### src/rtl/du_job_scheduler.sv
// Two-requester job scheduler for the shared DU datapath.
// Arbitrates, latches operands, runs the 4-step DU program, returns x.
module du_job_scheduler #(
   parameter int XW    = 4,
   parameter int RW    = 8,
   parameter int RR_EN = 1
) (
   input  logic            clk,
   input  logic            rst,
   input  logic [1:0]      req_valid,
   input  logic [2*XW-1:0] req_x,
   input  logic [2*XW-1:0] req_y,
   output logic [1:0]      req_ready,
   output logic            du_ldx,
   output logic            du_ldy,
   output logic            du_ldz,
   output logic            du_p,
   output logic            du_q,
   output logic            du_r,
   output logic [XW-1:0]   du_xin,
   output logic [XW-1:0]   du_yin,
   input  logic [RW-1:0]   du_x,
   output logic            res_valid,
   input  logic            res_ready,
   output logic [RW-1:0]   res_data,
   output logic            res_id,
   output logic            res_err,
   output logic            busy,
   output logic [7:0]      jobs_done
);

   typedef enum logic [2:0] {
      IDLE,
      LOAD,
      YDIV3,
      YDIVZ,
      XUPD,
      RESP
   } state_t;

   state_t state, state_nxt;

   logic [XW-1:0] op_x, op_y;
   logic [XW-1:0] sel_x, sel_y;
   logic last_grant;
   logic win;
   logic take;

   // Round-robin favours the requester that did not win last time.
   always_comb begin
      win = 1'b0;
      unique case (req_valid)
         2'b01:   win = 1'b0;
         2'b10:   win = 1'b1;
         2'b11:   win = (RR_EN != 0) ? ~last_grant : 1'b0;
         default: win = 1'b0;
      endcase
   end

   assign sel_x = win ? req_x[2*XW-1:XW] : req_x[XW-1:0];
   assign sel_y = win ? req_y[2*XW-1:XW] : req_y[XW-1:0];
   assign take  = (state == IDLE) && (|req_valid);

   always_ff @(posedge clk or posedge rst) begin
      if (rst) state <= IDLE;
      else     state <= state_nxt;
   end

   always_comb begin
      state_nxt = state;
      unique case (state)
         IDLE:    if (|req_valid) state_nxt = LOAD;
         LOAD:    state_nxt = YDIV3;
         YDIV3:   state_nxt = YDIVZ;
         YDIVZ:   state_nxt = XUPD;
         XUPD:    state_nxt = RESP;
         RESP:    if (res_ready) state_nxt = IDLE;
         default: state_nxt = IDLE;
      endcase
   end

   always_comb begin
      req_ready = 2'b00;
      du_ldx    = 1'b0;
      du_ldy    = 1'b0;
      du_ldz    = 1'b0;
      du_p      = 1'b0;
      du_q      = 1'b0;
      du_r      = 1'b0;
      res_valid = 1'b0;
      busy      = 1'b1;
      unique case (state)
         IDLE: begin
            busy = 1'b0;
            if (|req_valid) req_ready = win ? 2'b10 : 2'b01;
         end
         LOAD: begin
            du_ldx = 1'b1;
            du_ldy = 1'b1;
            du_ldz = 1'b1;
         end
         YDIV3: begin
            du_ldy = 1'b1;
            du_q   = 1'b1;
            du_r   = 1'b1;
         end
         YDIVZ: begin
            du_ldy = 1'b1;
            du_q   = 1'b1;
         end
         XUPD: begin
            du_ldx = 1'b1;
            du_p   = 1'b1;
         end
         RESP:    res_valid = 1'b1;
         default: busy = 1'b1;
      endcase
      res_data = res_valid ? du_x : '0;
   end

   // Operands stay on xin/yin even in IDLE so DU z never sees stray data.
   assign du_xin = op_x;
   assign du_yin = op_y;

   always_ff @(posedge clk or posedge rst) begin
      if (rst) begin
         op_x       <= '0;
         op_y       <= '0;
         res_id     <= 1'b0;
         res_err    <= 1'b0;
         last_grant <= 1'b1;
         jobs_done  <= 8'd0;
      end else begin
         if (take) begin
            op_x       <= sel_x;
            op_y       <= sel_y;
            res_id     <= win;
            res_err    <= (sel_x == '0);
            last_grant <= win;
         end
         if (state == RESP && res_ready)
            jobs_done <= jobs_done + 8'd1;
      end
   end

endmodule

### config.mk
export PLATFORM = sky130hd
export DESIGN_NAME = du_job_scheduler
export DESIGN_NICKNAME = d
export VERILOG_FILES = /design/src/rtl/du_job_scheduler.sv
export SDC_FILE = /design/constraint.sdc
export NUM_CORES = 1
export LEC_CHECK = 0
export ABC_AREA = 1
export CAP_MARGIN = 20
export CORE_UTILIZATION = 39
export DETAILED_ROUTE_END_ITERATION = 10
export HOLD_SLACK_MARGIN = 0.02
export PLACE_DENSITY = 0.8
export SKIP_CTS_REPAIR_TIMING = 1
export SYNTH_ARGS = -nofsm -noshare
export SYNTH_HDL_FRONTEND = slang
export SYNTH_SLANG_ARGS = --single-unit
### constraint.sdc
create_clock -name clk -period 2 [get_ports clk]
set_clock_uncertainty 0.1 [all_clocks]
set_input_delay 0.6 -clock clk [delete_from_list [all_inputs] [get_ports clk]]
set_output_delay 0.6 -clock clk [all_outputs]
set_load 0.02 [all_outputs]
; ---- Word-level counts from Yosys, hierarchy flattened
; Index checks and enable logic that the tools add are counted.
[totals]
elab_cells = 45
reg_bits = 22
in_bits = 29
out_inout_bits = 36
[classes]
reduce_logical = 9
bitwise = 1
n_mux = 18
add_sub_neg = 1
eq_ne = 9
[ops]
columns = op, count
row1 = 3-bit case mux with 6 select lines, 1
row2 = "8-bit by 1-bit adder with 8-bit output, second input constant", 1
row3 = 1-bit 2-to-1 mux, 8
row4 = 4-bit 2-to-1 mux, 2
row5 = 8-bit 2-to-1 mux, 1
row6 = "3-bit by 2-bit == test with 1-bit output, second input constant", 2
row7 = "3-bit == test, second input constant", 2
row8 = 2-bit 2-to-1 mux, 3
row9 = 3-bit 2-to-1 mux, 2
row10 = 2-bit OR reduction, 3
row11 = "2-bit == test, second input constant", 2
row12 = 4-bit zero test, 1
row13 = "3-bit by 1-bit == test with 1-bit output, second input constant", 1
row14 = 3-bit zero test, 1
row15 = 3-bit OR reduction, 1
row16 = 1-bit logical AND, 2
row17 = "2-bit by 1-bit != test with 1-bit output, second input constant", 1
row18 = "2-bit != test, second input constant", 1
row19 = 1-bit case mux with 2 select lines, 1
row20 = 2-bit AND reduction, 1
row21 = 1-bit NOT, 1

; ---- Depth between registers and ports, before layout
[depth]
ltp_word = 5
depth_mapped = 8
ltp_nobuf = 7

; ---- Worst setup path before layout
; Ideal clock, no wire load.
[synth_path]
kind = register -> output
from = register state[0]
to = output du_ldx
n_path_buf = 0
arrival_time_ns = 1.330
setup_slack_ns = -0.030
stages_incl_launch_ff = 5
cell_sequence = dfrtp_1 -> inv_1 -> nor3_1 -> inv_1 -> nand2_1
[synth_via]
elab_chain_len = 3
[synth_lines]
columns = element, line
row1 = from (decl), 41  ; state_t state, state_nxt;
row2 = from (signal assigned), 66  ; else state <= state_nxt;
row3 = 3-bit == test / 3-bit by 1-bit == test with 1-bit output (equally long branches), 92  ; unique case (state)
row4 = 2-bit OR reduction (no line) (*), -
row5 = 1-bit 2-to-1 mux (*), 92
row6 = to (decl), 14  ; output logic du_ldx,
; Mark *: on every way between the ends. The rest lies on a longest branch, timed or not.

; ---- Final worst setup path
[layout_path]
from = input du_x[4]
to = output res_data[4]
[layout_via]
elab_chain_len = 1
[layout_lines]
columns = element, line
row1 = from (decl), 22  ; input logic [RW-1:0] du_x,
row2 = 8-bit 2-to-1 mux, 118  ; res_data = res_valid ? du_x : '0;
row3 = to (decl), 25  ; output logic [RW-1:0] res_data,
; No other way between the ends.

==> flow_summary.ini <==
[run_status]
outcome = finished with violations
failed_checks = DRC, setup timing

[floorplan]
ioPinCount = 65
fp.dieH_um = 57.6
die_w_um = 57.6
placementRows = 19
die_area_um2 = 3320
start_util = 0.423
coreArea_um2 = 2850

[final_layout]
fin_util = 0.773
fillers = 211
mostFrequentLayoutCells = 45 x nand2_1, 27 x buf_4, 26 x inv_1
multiInputGateArea_um2 = 601
design_area_um2 = 2210
layout_commonest_cell = nand2_1
drive_gt1_frac = 0.282
register_area_um2 = 556
diodes = 0
area_growth_pct = 82.9
nets = 283
final_cells = 283

[sta]
clock.fmax_ghz = 0.482
rsz0062_at_grt = yes
holdWs_ns = 0.381
finalSetupTns_ns = -0.271
drv_slew = 0
relSlewSlack = 0.808
setup_viol = 10
hold_violations = 0
finalCritPeriodShare = 1.04
period_minus_slack_ns = 2.08
worstMarginPinSlew_ns = 0.288
finalWorstSetupSlack_ns = -0.0766

[global_routing]
grt_pass1_vias = 1191
overflow = 0
grt_max_degree = 23
antenna_found_initial = 0
gr-usage-all-layers = 0.181
grt_pass1_wl_um = 4740

[synth]
syn_area_per_cell_um2 = 7.27
ys_ff_latch = 22
synth_fp_nets = 196
synth.cell_area_um2 = 1210
ys_types = 20
seq_area_frac_synth = 0.457
yosys_warnings = 0
syn_inst = 166

[route]
drtIter0Drc = 23
drt_wl_total_um = 3270
drtPass1Iterations = 7
num_vias = 1322
post_drt_wl_per_cell_um = 11.5
ant_nets = 0
drc = 6
via_per_inst = 4.67

[min_path]
hp-class = reg2reg

[placed_design]
dp_slack_ns = -0.758
place_inst = 275
io_buffers = 64
gp_congestion = 0.782
place_hpwl_um = 2170
placed_cell_area_um2 = 2010

[clock_network]
numCtsBuffers = 3
cts_sinks = 22
cts_max_level = 1
clkSlewWorstSetupHoldPaths_ns = 0.13
cts.path.max_buffers = 2
clock_latency_ns = 0.31
cts_root_buf = clkbuf_4
tritoncts = built

[worst_setup_path]
end_kind = primary output
path_class = in2out
startpoint_type = input port
critPathMaxFanout = 1
arrival_ns = 1.38
cp.required_ns = 1.30

[flow_run]
drv_cap = 0

[power_and_ir_drop]
power_density_nw_per_um2 = 1290
finalPower_mw = 2.85
p_leak_nw = 1.34
vdd.ir_drop.worst_mv = 0.928
==> critical path: stages <==
cell and delay [ns]:
clkdlybuf4s50_1 0.47, inv_1 0.05, nor2_1 0.10, buf_4 0.16
==> sequential cells by signal, summed over array words and instances, names as in the netlist <==
register    flops
last_grant      1
du_xin          4
res_id          1
state           3
jobs_done       8
res_err         1
du_yin          4
==> cell usage after synthesis (all sizes together) <==
master	count	area (um^2)
nand2	51	191
inv	34	128
dfrtp	21	526
nor2	20	93.8
nand3	12	77.6
o21ai	12	60.1
a21oi	3	15.0
xor2	3	26.3
buf	2	10.0
nand4	2	12.5
nor3	2	10.0
xnor2	2	17.5
dfstp	1	26.3
ha	1	12.5
==> report_power, final <==
| part | leakage (nW) | total (mW) | internal (mW) | switching (mW) |
|---|---|---|---|---|
| sequential | 0.263 | 0.810 | 0.628 | 0.182 |
| combinational | 1.05 | 1.69 | 0.804 | 0.891 |
| clock | 0.0279 | 0.347 | 0.202 | 0.144 |
==> area by class of cell <==
class,count,share of cell area
Clock inverter,1,0.0136
Inverter,34,0.0590
Sequential cell,22,0.252
Timing Repair Buffer,83,0.375
Tap cell,31,0.0176
Multi-Input combinational cell,109,0.272
Clock buffer,3,0.0102
==> worst paths after layout <==
path	to	from	slack, ns	depth (start not counted)
worst max register to register	jobs_done[5]$_DFFE_PP0P_	state[1]$_DFFE_PP0P_	0.37	7
min in group asynchronous	du_yin[0]$_DFFE_PP0P_	rst	0.51	3
worst min register to register	last_grant$_DFFE_PP1P_	last_grant$_DFFE_PP1P_	0.38	2
worst min-delay path	last_grant$_DFFE_PP1P_	last_grant$_DFFE_PP1P_	0.38	2
worst max-delay path	res_data[4]	du_x[4]	-0.08	4
max in group asynchronous	last_grant$_DFFE_PP1P_	rst	1.01	3
==> per-layer routing <==
metal / GRT usage / part of all wire
met1: 0.214 / 0.39
met2: 0.314 / 0.51
met4: 0.0592 / 0.0046
met5: 0 / 0
met3: 0.0558 / 0.093
==> kinds of logic (layout without fill, tap and decap cells) <==
logic type	Yosys count	in the layout	synth area share
adder cells (fa/ha/maj)	1	1	0.0104
AO/OA/AOI/OAI	15	15	0.0622
flip-flops	22	22	0.457
buffers and inverters	36	121	0.114
XOR/XNOR	5	5	0.0363
AND/OR/NAND/NOR	87	88	0.320
(Power assumes the default switching activity.)
